File: config.mk
export PLATFORM = sky130hd
export DESIGN_NAME = decode_stage
export DESIGN_NICKNAME = d
export VERILOG_FILES = /design/src/rtl/decode_stage.sv
export SDC_FILE = /design/constraint.sdc
export NUM_CORES = 1
export LEC_CHECK = 0
export BUFFER_PORTS_ARGS = -buffer_cell sky130_fd_sc_hd__buf_2
export CORE_MARGIN = 4
export CORE_UTILIZATION = 40
export CTS_CLUSTER_DIAMETER = 150
export DETAILED_ROUTE_END_ITERATION = 7
export PLACE_DENSITY = 0.73
export SKIP_CTS_REPAIR_TIMING = 1
export SYNTH_ARGS = -nofsm -noshare
export SYNTH_HDL_FRONTEND = slang
export SYNTH_SLANG_ARGS = --single-unit
File: constraint.sdc
create_clock -name clk -period 3.3 [get_ports clk]
set_clock_uncertainty 0.05 [all_clocks]
set_input_delay 0.165 -clock clk [delete_from_list [all_inputs] [get_ports clk]]
set_output_delay 0.165 -clock clk [all_outputs]
set_load 0.1 [all_outputs]
File: src/rtl/decode_stage.sv
// Decode stage: splits RV64 instruction words into EX-stage fields behind a registered output slot.
// Optional DECODE_SKID_EN adds a one-entry skid buffer so if_ready is driven from a register.
module decode_stage (
  input  logic        clk,
  input  logic        reset,
  input  logic        flush,
  input  logic        if_valid,
  input  logic [31:0] if_inst,
  input  logic [63:0] if_pc,
  output logic        if_ready,
  output logic        ex_valid,
  input  logic        ex_ready,
  output logic [63:0] ex_pc,
  output logic [6:0]  ex_opcode,
  output logic [2:0]  ex_funct3,
  output logic [6:0]  ex_funct7,
  output logic [11:0] ex_immed,
  output logic [4:0]  ex_rs1,
  output logic [4:0]  ex_rs2,
  output logic [4:0]  ex_rd,
  output logic        ex_rd_we,
  output logic        ex_illegal
);

  typedef struct packed {
    logic [63:0] pc;
    logic [6:0]  opcode;
    logic [2:0]  funct3;
    logic [6:0]  funct7;
    logic [11:0] immed;
    logic [4:0]  rs1;
    logic [4:0]  rs2;
    logic [4:0]  rd;
    logic        rd_we;
    logic        illegal;
  } bundle_t;

  function automatic bundle_t decode(input logic [31:0] inst, input logic [63:0] pc);
    bundle_t    b;
    logic [6:0] op;
    logic [2:0] f3;
    logic [6:0] f7;
    logic       legal;
    logic       rtype;
    logic       itype;
    op    = inst[6:0];
    f3    = inst[14:12];
    f7    = inst[31:25];
    legal = 1'b0;
    rtype = 1'b0;
    itype = 1'b0;
    case (op)
      7'b0110011: begin
        rtype = 1'b1;
        legal = (f3 == 3'd0 && (f7 == 7'h00 || f7 == 7'h20)) ||
                (f7 == 7'h00 && (f3 == 3'd7 || f3 == 3'd6 || f3 == 3'd4));
      end
      7'b0111011: begin
        rtype = 1'b1;
        legal = (f3 == 3'd0) && (f7 == 7'h00 || f7 == 7'h20);
      end
      7'b0010011: begin
        itype = 1'b1;
        legal = (f3 == 3'd0) || (f3 == 3'd4) || (f3 == 3'd6) || (f3 == 3'd7);
      end
      7'b0011011: begin
        itype = 1'b1;
        legal = (f3 == 3'd0);
      end
      default: ;
    endcase
    b.pc      = pc;
    b.opcode  = op;
    b.funct3  = f3;
    b.funct7  = f7;
    b.immed   = (itype && legal) ? inst[31:20] : '0;
    b.rs1     = inst[19:15];
    b.rs2     = rtype ? inst[24:20] : '0;
    b.rd      = inst[11:7];
    b.rd_we   = legal && (inst[11:7] != 5'd0);
    b.illegal = !legal;
    return b;
  endfunction

  bundle_t slot_q;
  logic    slot_v;
  bundle_t dec_in;
  logic    slot_free;
  logic    accept;

  assign dec_in    = decode(if_inst, if_pc);
  assign slot_free = !slot_v || ex_ready;
  assign accept    = if_valid && if_ready;

`ifdef DECODE_SKID_EN
  logic [31:0] skid_inst;
  logic [63:0] skid_pc;
  logic        skid_v;
  bundle_t     dec_skid;

  assign dec_skid = decode(skid_inst, skid_pc);
  assign if_ready = !skid_v && !reset && !flush;

  // Skid entry always refills the slot first; if_ready is low while it is occupied.
  always_ff @(posedge clk) begin
    if (reset || flush) begin
      slot_v    <= 1'b0;
      slot_q    <= '0;
      skid_v    <= 1'b0;
      skid_inst <= '0;
      skid_pc   <= '0;
    end else if (skid_v) begin
      if (slot_free) begin
        slot_q <= dec_skid;
        slot_v <= 1'b1;
        skid_v <= 1'b0;
      end
    end else if (accept) begin
      if (slot_free) begin
        slot_q <= dec_in;
        slot_v <= 1'b1;
      end else begin
        skid_inst <= if_inst;
        skid_pc   <= if_pc;
        skid_v    <= 1'b1;
      end
    end else if (slot_v && ex_ready) begin
      slot_v <= 1'b0;
    end
  end
`else
  assign if_ready = slot_free && !reset && !flush;

  always_ff @(posedge clk) begin
    if (reset || flush) begin
      slot_v <= 1'b0;
      slot_q <= '0;
    end else if (accept) begin
      slot_q <= dec_in;
      slot_v <= 1'b1;
    end else if (slot_v && ex_ready) begin
      slot_v <= 1'b0;
    end
  end
`endif

  assign ex_valid   = slot_v;
  assign ex_pc      = slot_q.pc;
  assign ex_opcode  = slot_q.opcode;
  assign ex_funct3  = slot_q.funct3;
  assign ex_funct7  = slot_q.funct7;
  assign ex_immed   = slot_q.immed;
  assign ex_rs1     = slot_q.rs1;
  assign ex_rs2     = slot_q.rs2;
  assign ex_rd      = slot_q.rd;
  assign ex_rd_we   = slot_q.rd_we;
  assign ex_illegal = slot_q.illegal;

endmodule

==> summary.md, run 1 <==
| Metric | Value |
|---|---|
| Post-Synth Adder-Cell Area | 0 |
| Ys flop type | dfxtp_1 |
| Failing checks | negative hold slack |
| H-tree Lvls | 3 |
| GRT Overall Usage | 0.184 |
| Initial antenna violation count | 0 |
| Core box area | 9280 sq um |
| Overall die height | about 110 microns |
| Crit Path Class | reg -> reg |
| Count of final hold-check violations | 1 |
| First-pass GRT wire length | 16.9 mm |
| Netlist Area Pre-Place | about 3800 sq um |
| Post-synth cell types | 23 |
| Avg Synthesized Cell Area | between 8 and 9 sq um |
| Dpl hpwl | roughly 8 mm |
| Post-synth ARST share | 0 |
| Vias | 4103 |
| Max FO, Critical Path | 93 |
| Diodes inserted | 0 |
| Number of vias per cell | between 4 and 5 |
| CTS root buf | clkbuf_8 |
| CP Capture Type | flip-flop |
| Yosys top cell by area | dfxtp_1 |
| Complex-gate fraction of the synthesized area | 0.170 |
| Unrepaired setup endpoints after global routing | false |
| Overflow after GRT | 0 |
| Initial core utilization | 0.412 |
| Row count | 35 |
| Smallest hold slack | -15.3 ps |
| Min-Delay Path Class | in -> reg |
| # fillers | 763 |
| Post-Synth XOR/XNOR Area | 0 |
| Critical path required time | between 3000 and 4000 ps |
| Placed cell areas | approximately 4900 sq um |
| 1st-iter DRT viols | between 150 and 200 |
| Yosys warnings | 0 |
| Post-synth EDFFs | 0 |
| Wire length per cell | between 10 and 15 microns |
| Clock latency on the worst-skew pair | 350 ps |
| Register area share after synthesis | 0.581 |
| Placer Congestion | 0.788 |
| Multiplexer area fraction after synthesis | 0 |
| Max_cap viols | 0 |
| # port buffers | 212 |
| Yosys reg bits | ~110 |
| Fin crit period | ~2100 ps |
| Worst vdd rail ir drop | between 200 and 250 uV |
| Die X | around 110 microns |
| Endpoints failing setup | 0 |
| Vias in the first global route | 3485 |
| Die ar. | 11200 sq um |
| Post-route ant nets | 0 |
| Area contributors post-synth | dfxtp_1 (58%), nand2_1 (18%), o21ai_0 (11%), a22o_1 (4.1%), clkbuf_1 (2.1%) |
| Final cycle utilization of the critical path | 0.622 |
| Max-slew violations | 0 |
| Simple-gate share of the synthesized area | 0.214 |
| Pin slew with the least headroom to its limit | roughly 860 ps |
| Crit start category | flip-flop |
| F_max | ~490 MHz |
| Leak Pwr | approximately 2.8 nW |
| Final wirelength | 12.7 mm |
| CP arrival | ~2300 ps |
| Largest net degree at the start of global routing | between 90 and 100 |
| TritonCTS clock tree | built |
| TritonCTS Sinks | between 100 and 150 |
| Fin Setup TNS | 0 ps |
| Slew HR | 0.429 |
| Largest family of logic cells by synthesized area | simple AND/OR/NAND/NOR gates |
| DRC errors left | 0 |
| Clock transition at the registers of the reported paths | 100 ps |
| Area Overhead vs Synth | 57.1% |
| Clock Tree Buf Depth | 2 |
| IO Count | ~210 |
| DRT Pass-1 Iters | 6 |
| Power density over cell area | around 460 nW/um^2 |
| Fin area | 6010 sq um |
| Gate Count Post-Synth | 459 |
| Share of cells above drive strength 1 | 0.317 |
| Yosys top cell area share | 0.581 |
| Syn nets | 560 |
| Status | complete, but fails checks |
| Cts bufs inserted | 9 |
| Nets | roughly 840 |
## synthesized netlist by cell type, types with 2 or more instances
cell and number:
a21oi_1 9, a22o_1 18, buf_2 8, clkbuf_1 21, dfxtp_1 111, nand2_1 182
nor2_1 8, nor2_2 2, nor2b_1 3, o21ai_0 84
## path summary, 6_finish.rpt
kind,endpoint,from,depth (start not counted),slack [ps]
setup / recovery,ex_rs2[0],ex_valid,5,1250
hold / removal,ex_opcode[3],if_inst[3],3,-20
setup reg to reg,ex_rs2[0],ex_valid,5,1250
hold reg to reg,ex_pc[42],ex_pc[42],2,410
## cell usage in the layout (no fill, tap or decap), types with 2 or more instances in the layout
master,Yosys,final
a21oi_1,9,9
a22o_1,18,18
buf_2,8,212
buf_4,1,3
clkbuf_8,0,9
clkinv_2,0,2
dfxtp_1,111,111
dlygate4sd3_1,0,89
inv_6,0,2
nand2_1,182,182
nor2_1,8,7
nor2_2,2,2
nor2b_1,3,3
o21ai_0,84,84
## power by group
group,switching (mW),total [mW],leakage [nW],internal (mW)
Clock,0.467,0.752,0.0919,0.285
Combinational,0.438,0.601,1.76,0.163
Sequential,0.0229,1.40,0.903,1.38
Total,0.928,2.76,2.75,1.83
## cells by family (layout without fill, tap and decap cells)
group / count (synthesis) / count (layout)
flip-flops: 111 / 111
buffers and inverters: 31 / 320
AO/OA/AOI/OAI: 114 / 114
AND/OR/NAND/NOR: 203 / 203
## layer usage
metal | GRT usage | share of wire | up-vias
met2 | 0.307 | 0.51 | 160
met5 | 0 | 0 | -
met4 | 0.0574 | 0.016 | 0
met1 | 0.223 | 0.40 | 1854
met3 | 0.0655 | 0.069 | 16
li1 | - | - | 2073
## flip-flops by register name (all words and copies together) (netlist names)
signal	flops
ex_funct3	3
ex_funct7	7
ex_illegal	1
ex_immed	12
ex_opcode	7
ex_pc	64
ex_rd	5
ex_rd_we	1
ex_rs1	5
ex_rs2	5
ex_valid	1
## area by class of cell
class                           count  area (sq um)  area share
Multi-Input combinational cell    317          1480       0.245
Sequential cell                   111          2220       0.370
Clock buffer                        9           124      0.0206
Timing Repair Buffer              304          1970       0.328
Tap cell                          129           161      0.0268
Clock inverter                      7          55.1     0.00916
## worst max-delay path: stages, from the launching register on
cell and delay (ps):
dfxtp_1 320, nor2b_1 170, nor3b_4 280, buf_4 630, and3_1 370, a22o_1 150
## per-stage QoR
stage / utilization / setup WS [ps] / total power [mW] / instances
final: 0.648 / 1250 / 2.76 / 877
after global routing: 0.648 / 1090 / 2.87 / 877
after CTS: 0.552 / 1240 / 2.69 / 788
after detailed placement: 0.532 / 1110 / 1.95 / 772
after global placement: 0.532 / 1190 / 1.94 / 772
after floorplan: - / 252 / 1.82 / 459
(Power assumes the default switching activity.)
==> run 2: changes to the inputs <==
Settings changed: ABC_AREA set to 1, PLACE_DENSITY 0.73 to 0.72.
Clock period 3.3 ns to 2 ns, I/O delays scaled along.
==> summary.md, run 2 <==
| Metric | Value |
|---|---|
| Status | complete, but fails checks |
| Failing checks | negative hold slack |
| Most common cell after layout, fill and taps aside | buf_2 |
| Diodes inserted | 0 |
| Die ar. | between 10000 and 15000 sq um |
| Max_cap viols | 0 |
| Post-synth ARST share | 0 |
| Worst vdd rail ir drop | between 400 and 500 uV |
| Critical path required time | about 2200 ps |
| DRT Pass-1 Iters | 4 |
| Vias | between 4000 and 5000 |
| Post-route ant nets | 0 |
| Max-slew violations | 0 |
| Endpoints failing setup | 0 |
| Max FO, Critical Path | 12 |
| Post-synth cell types | 19 |
| Fin crit period | about 1500 ps |
| F_max | approximately 660 MHz |
| H-tree Lvls | 3 |
| Gate Count Post-Synth | around 540 |
| TritonCTS Sinks | 111 |
| Dpl hpwl | a little over 8 mm |
| Area Overhead vs Synth | 54.9% |
| Seq. cell area | between 2000 and 2500 sq um |
| # fillers | 857 |
| Yosys top cell area share | 0.549 |
| GRT Overall Usage | 0.185 |
| Cts bufs inserted | 9 |
| Clock transition at the registers of the reported paths | approximately 100 ps |
| Largest net degree at the start of global routing | 86 |
| Vias in the first global route | about 3800 |
| IO Count | roughly 210 |
| Max reg flops | 64 |
| Row count | 36 |
| Slowest Stage Delay on Critical Path | 520 ps |
| Initial antenna violation count | 0 |
| Clock Tree Buf Depth | 2 |
| Leak Pwr | around 3.3 nW |
| Avg Synthesized Cell Area | between 7 and 8 sq um |
| Placer Congestion | 0.779 |
| CTS root buf | clkbuf_8 |
| Die X | 109 microns |
| DRC errors left | 0 |
| Synth top cells by count | nand2_1 (206), dfxtp_1 (111), nand3_1 (89) |
| Place WS | 596 ps |
| Netlist Area Pre-Place | 4050 sq um |
| Crit start category | input pin |
| Overall die height | between 100 and 150 microns |
| CP Capture Type | flip-flop |
| Syn nets | ~640 |
| TritonCTS clock tree | built |
| Initial core utilization | 0.412 |
| Most Frequent Cell on Critical Path | nand2_1 |
| Yosys warnings | 0 |
| 1st-iter DRT viols | between 300 and 400 |
| # port buffers | ~210 |
| Nets | about 920 |
| Most instantiated library cell after synthesis | nand2_1 |
| Final cycle utilization of the critical path | 0.753 |
| Register area share after synthesis | 0.549 |
| Count of final hold-check violations | 2 |
| Share of cells above drive strength 1 | 0.293 |
| Final wirelength | between 10 and 15 mm |
| Wire length per cell | ~13 microns |
| Area contributors post-synth | dfxtp_1 (55%), nand2_1 (19%), nand3_1 (11%), a21oi_1 (3.2%), inv_1 (3.1%) |
| Crit Path Class | in -> reg |
| Yosys reg bits | 111 |
| Smallest hold slack | -6.93 ps |
| Most frequent cells in the layout | buf_2 (211), nand2_1 (206), dfxtp_1 (110), nand3_1 (89), dlygate4sd3_1 (80) |
| Power density over cell area | 770 nW/um^2 |
| Ys flop type | dfxtp_1 |
| Yosys top cell by area | dfxtp_1 |
| Multi-input gate area | between 1500 and 2000 sq um |
| Final Worst Setup Slack | around 490 ps |
| CP arrival | 1740 ps |
| Fin Setup TNS | 0 ps |
| Pin slew with the least headroom to its limit | roughly 580 ps |
| Min-Delay Path Class | in -> reg |
| Number of vias per cell | around 4.7 |
| Clock latency on the worst-skew pair | 350 ps |
| Worst-path cell chain | dlygate4sd3_1 > buf_2 > inv_1 > nor3_1 > nand3b_1 > nand2_1 > nand2_1 > a21oi_1 |
| Post-synth EDFFs | 0 |
| Core box area | 9820 sq um |
| Unrepaired setup endpoints after global routing | false |
| Overflow after GRT | 0 |
| Slowest-stage cell, CP | dlygate4sd3_1 |
| Slew HR | 0.613 |
| First-pass GRT wire length | 17.5 mm |
## run 2: through the flow
step	hold slack [ps]	util	std cells	power, mW	cell area [sq um]
after floorplan	161	-	541	3.02	4050
after global placement	244	0.533	860	3.24	5240
after detailed placement	249	0.533	860	3.25	5240
after CTS	-149	0.557	876	4.76	5470
after global routing	10.8	0.639	956	5.03	6270
final	-6.93	0.639	956	4.83	6270
## run 2: path summary, 6_finish.rpt
kind / start / endpoint / slack [ps] / cells past startpoint
setup / recovery: if_inst[3] / ex_immed[7] / 490 / 8
hold / removal: if_inst[6] / ex_opcode[6] / -7 / 3
setup reg to reg: ex_valid / ex_pc[6] / 600 / 5
hold reg to reg: ex_pc[41] / ex_pc[41] / 420 / 2
## run 2: final cells by class
type | instances | area share
clock buffers | 12 | 0.0247
clock inverters | 4 | 0.0124
inverters | 35 | 0.0209
multi-input cells | 361 | 0.248
flip-flops and latches | 111 | 0.355
well taps | 133 | 0.0265
repair buffers | 300 | 0.313
## run 2: kinds of logic after synthesis
kind of cell / Yosys count / synth area share
simple gates: 323 / 0.335
flops: 111 / 0.549
buf+inv: 69 / 0.0692
compound gates: 38 / 0.0470
## run 2: metal layers
metal / vias to the layer above / GRT usage / wire [microns]
met3: 33 / 0.0555 / 1110
met4: 0 / 0.0739 / 378
met5: - / 0 / 0
met1: 1993 / 0.220 / 4830
li1: 2255 / - / -
met2: 206 / 0.312 / 6410
## run 2: where the power goes
| part | switching (mW) | total, mW | internal, mW |
|---|---|---|---|
| combinational | 0.734 | 1.01 | 0.274 |
| sequential | 0.0361 | 2.31 | 2.28 |
| clock | 0.725 | 1.51 | 0.780 |
| total | 1.50 | 4.83 | 3.33 |
## run 2: critical path: cells and delay by family
kind                   cells  cell delay [ps]
buffers and inverters      3              700
AOI/OAI and AO/OA          1              160
and+or+nand+nor            4              760
==> run 3: changes to the inputs <==
Clock period 2 ns to 1.41 ns, I/O delays scaled along.
==> summary.md, run 3 (synthesis gave the netlist of run 2 again) <==
| Metric | Value |
|---|---|
| Status | complete, but fails checks |
| Failing checks | negative hold slack |
| Clk pwr share | 0.304 |
| Slowest Stage Delay on Critical Path | between 500 and 600 ps |
| CP startpoint | ex_ready |
| Crit Path Class | in -> out |
| Smallest hold slack | -3.04 ps |
| F_max | about 740 MHz |
| Clock transition at the registers of the reported paths | ~90 ps |
| CP Capture Type | output port |
| Dpl hpwl | 8.23 mm |
| Clock Tree Buf Depth | 2 |
| TritonCTS clock tree | built |
| Reg2reg end | ex_immed[3] |
| Pint | around 4.7 mW |
| Die ar. | ~12000 sq um |
| Pin slew with the least headroom to its limit | 507 ps |
| Worst vdd rail ir drop | 557 uV |
| CP arrival | between 1000 and 1500 ps |
| Net switching power | roughly 2.1 mW |
| CTS root buf | clkbuf_8 |
| Slowest-stage cell, CP | dlygate4sd3_1 |
| Overall die height | about 110 microns |
| Largest net degree at the start of global routing | 68 |
| Most used routing layer | met2 |
| Vias | approximately 4600 |
| Power after layout | a little under 7 mW |
| Die X | about 110 microns |
| Overflow after GRT | 0 |
| DRC errors left | 0 |
| Hold EP | ex_funct7[2] |
| Reg2Reg Setup Slack | between 100 and 150 ps |
| Flop pwr share | 0.481 |
| Max_cap viols | 0 |
| Nets | 928 |
| 1st-iter DRT viols | around 280 |
| Initial core utilization | 0.412 |
| Min-Delay Path Class | in -> reg |
| Final Worst Setup Slack | approximately 52 ps |
| Max reg flops | 64 |
| Most frequent cells in the layout | buf_2 (211), nand2_1 (205), dfxtp_1 (110), nand3_1 (89), dlygate4sd3_1 (86) |
| Worst-path cell chain | dlygate4sd3_1 > buf_2 > inv_1 > nand2_2 > inv_1 > nor2_4 > buf_12 |
| Power density over cell area | 1070 nW/um^2 |
| Initial antenna violation count | 0 |
| H-tree Lvls | 3 |
| Fin Setup TNS | 0 ps |
| Reg2Reg Depth | 6 |
| Vias in the first global route | slightly below 4000 |
| Worst Min Path Start | if_inst[27] |
| Core box area | 9820 sq um |
| Fin crit period | between 1000 and 1500 ps |
| Crit start category | input pin |
| FF-to-FF Start | ex_valid |
| Count of final hold-check violations | 1 |
| Post-route ant nets | 0 |
| Critical path required time | ~1300 ps |
| Number of vias per cell | roughly 4.8 |
| Most common cell after layout, fill and taps aside | buf_2 |
| Switch share | 0.312 |
| Max-slew violations | 0 |
| Wire length per cell | between 10 and 15 microns |
| Diodes inserted | 0 |
| IO Count | between 200 and 250 |
| M3 GR Usage | 0.0472 |
| Clock latency on the worst-skew pair | about 350 ps |
| Place WS | -6.42 ps |
| Max FO, Critical Path | 3 |
| # port buffers | roughly 210 |
| Placer Congestion | 0.820 |
| TritonCTS Sinks | roughly 110 |
| Share of cells above drive strength 1 | 0.294 |
| Row count | 36 |
| Comb power frac | 0.215 |
| Hold depth | 5 |
| GR Util met1 | 0.225 |
| Leak Pwr | ~3.4 nW |
| DRT Pass-1 Iters | 5 |
| Final wirelength | approximately 13 mm |
| Grt met2 use | 0.310 |
| First-pass GRT wire length | ~17 mm |
| Placed cell areas | between 5000 and 6000 sq um |
| GRT Overall Usage | 0.184 |
| Fin area | ~6400 sq um |
| Cts bufs inserted | 9 |
| Endpoints failing setup | 0 |
| Final cycle utilization of the critical path | 0.963 |
| Slew HR | 0.664 |
| Most Frequent Cell on Critical Path | inv_1 |
| Area Overhead vs Synth | 58.2% |
run 3: changes by cell type in the layout (fill, tap and decap cells not counted), sizes merged:
| cell | change |
|---|---|
| clkbuf | -1 |
| clkinvlp | +1 |
| buf | +3 |
| dlygate4sd3 | +6 |
run 3: per-layer routing:
metal  part of all wire  up-vias
met5                  0        -
met4              0.019        0
met3              0.088       23
met2               0.51      209
met1               0.38     2088
li1                   -     2276
run 3: critical path, delay by kind of cell:
kind          cells  cell delay, ps
buf+inv           5             960
simple gates      2             200
run 3: per-stage QoR:
step,util,std cells
after floorplan,-,541
after global placement,0.542,863
after detailed placement,0.542,863
after CTS,0.564,879
after global routing,0.652,965
final,0.652,965
run 3: worst max-delay path by stage:
stage | to | slack (ps)
2_1_floorplan | ex_pc[10] | -50
3_3_place_gp | ex_rd_we | 40
3_5_place_dp | ex_funct7[0] | -6
4_1_cts | if_ready | 70
5_1_grt | ex_immed[5] | -20
6_report | if_ready | 50
run 3: cell type report:
class	instances	area [sq um]
clock buffer	11	141
clock inverter	5	81.3
fill	813	3420
inverter	35	131
multi-input combinational	361	1560
sequential	111	2230
tap	133	166
timing repair buffer	309	2090
run 3: power groups by stage:
stage | combinational (mW) | clock (mW) | sequential, mW
final | 1.47 | 2.08 | 3.28
after detailed placement | 1.27 | 0 | 3.35
after global placement | 1.26 | 0 | 3.35
after floorplan | 0.236 | 0 | 4.05
after CTS | 1.27 | 2.14 | 3.28
after global routing | 1.54 | 2.26 | 3.29
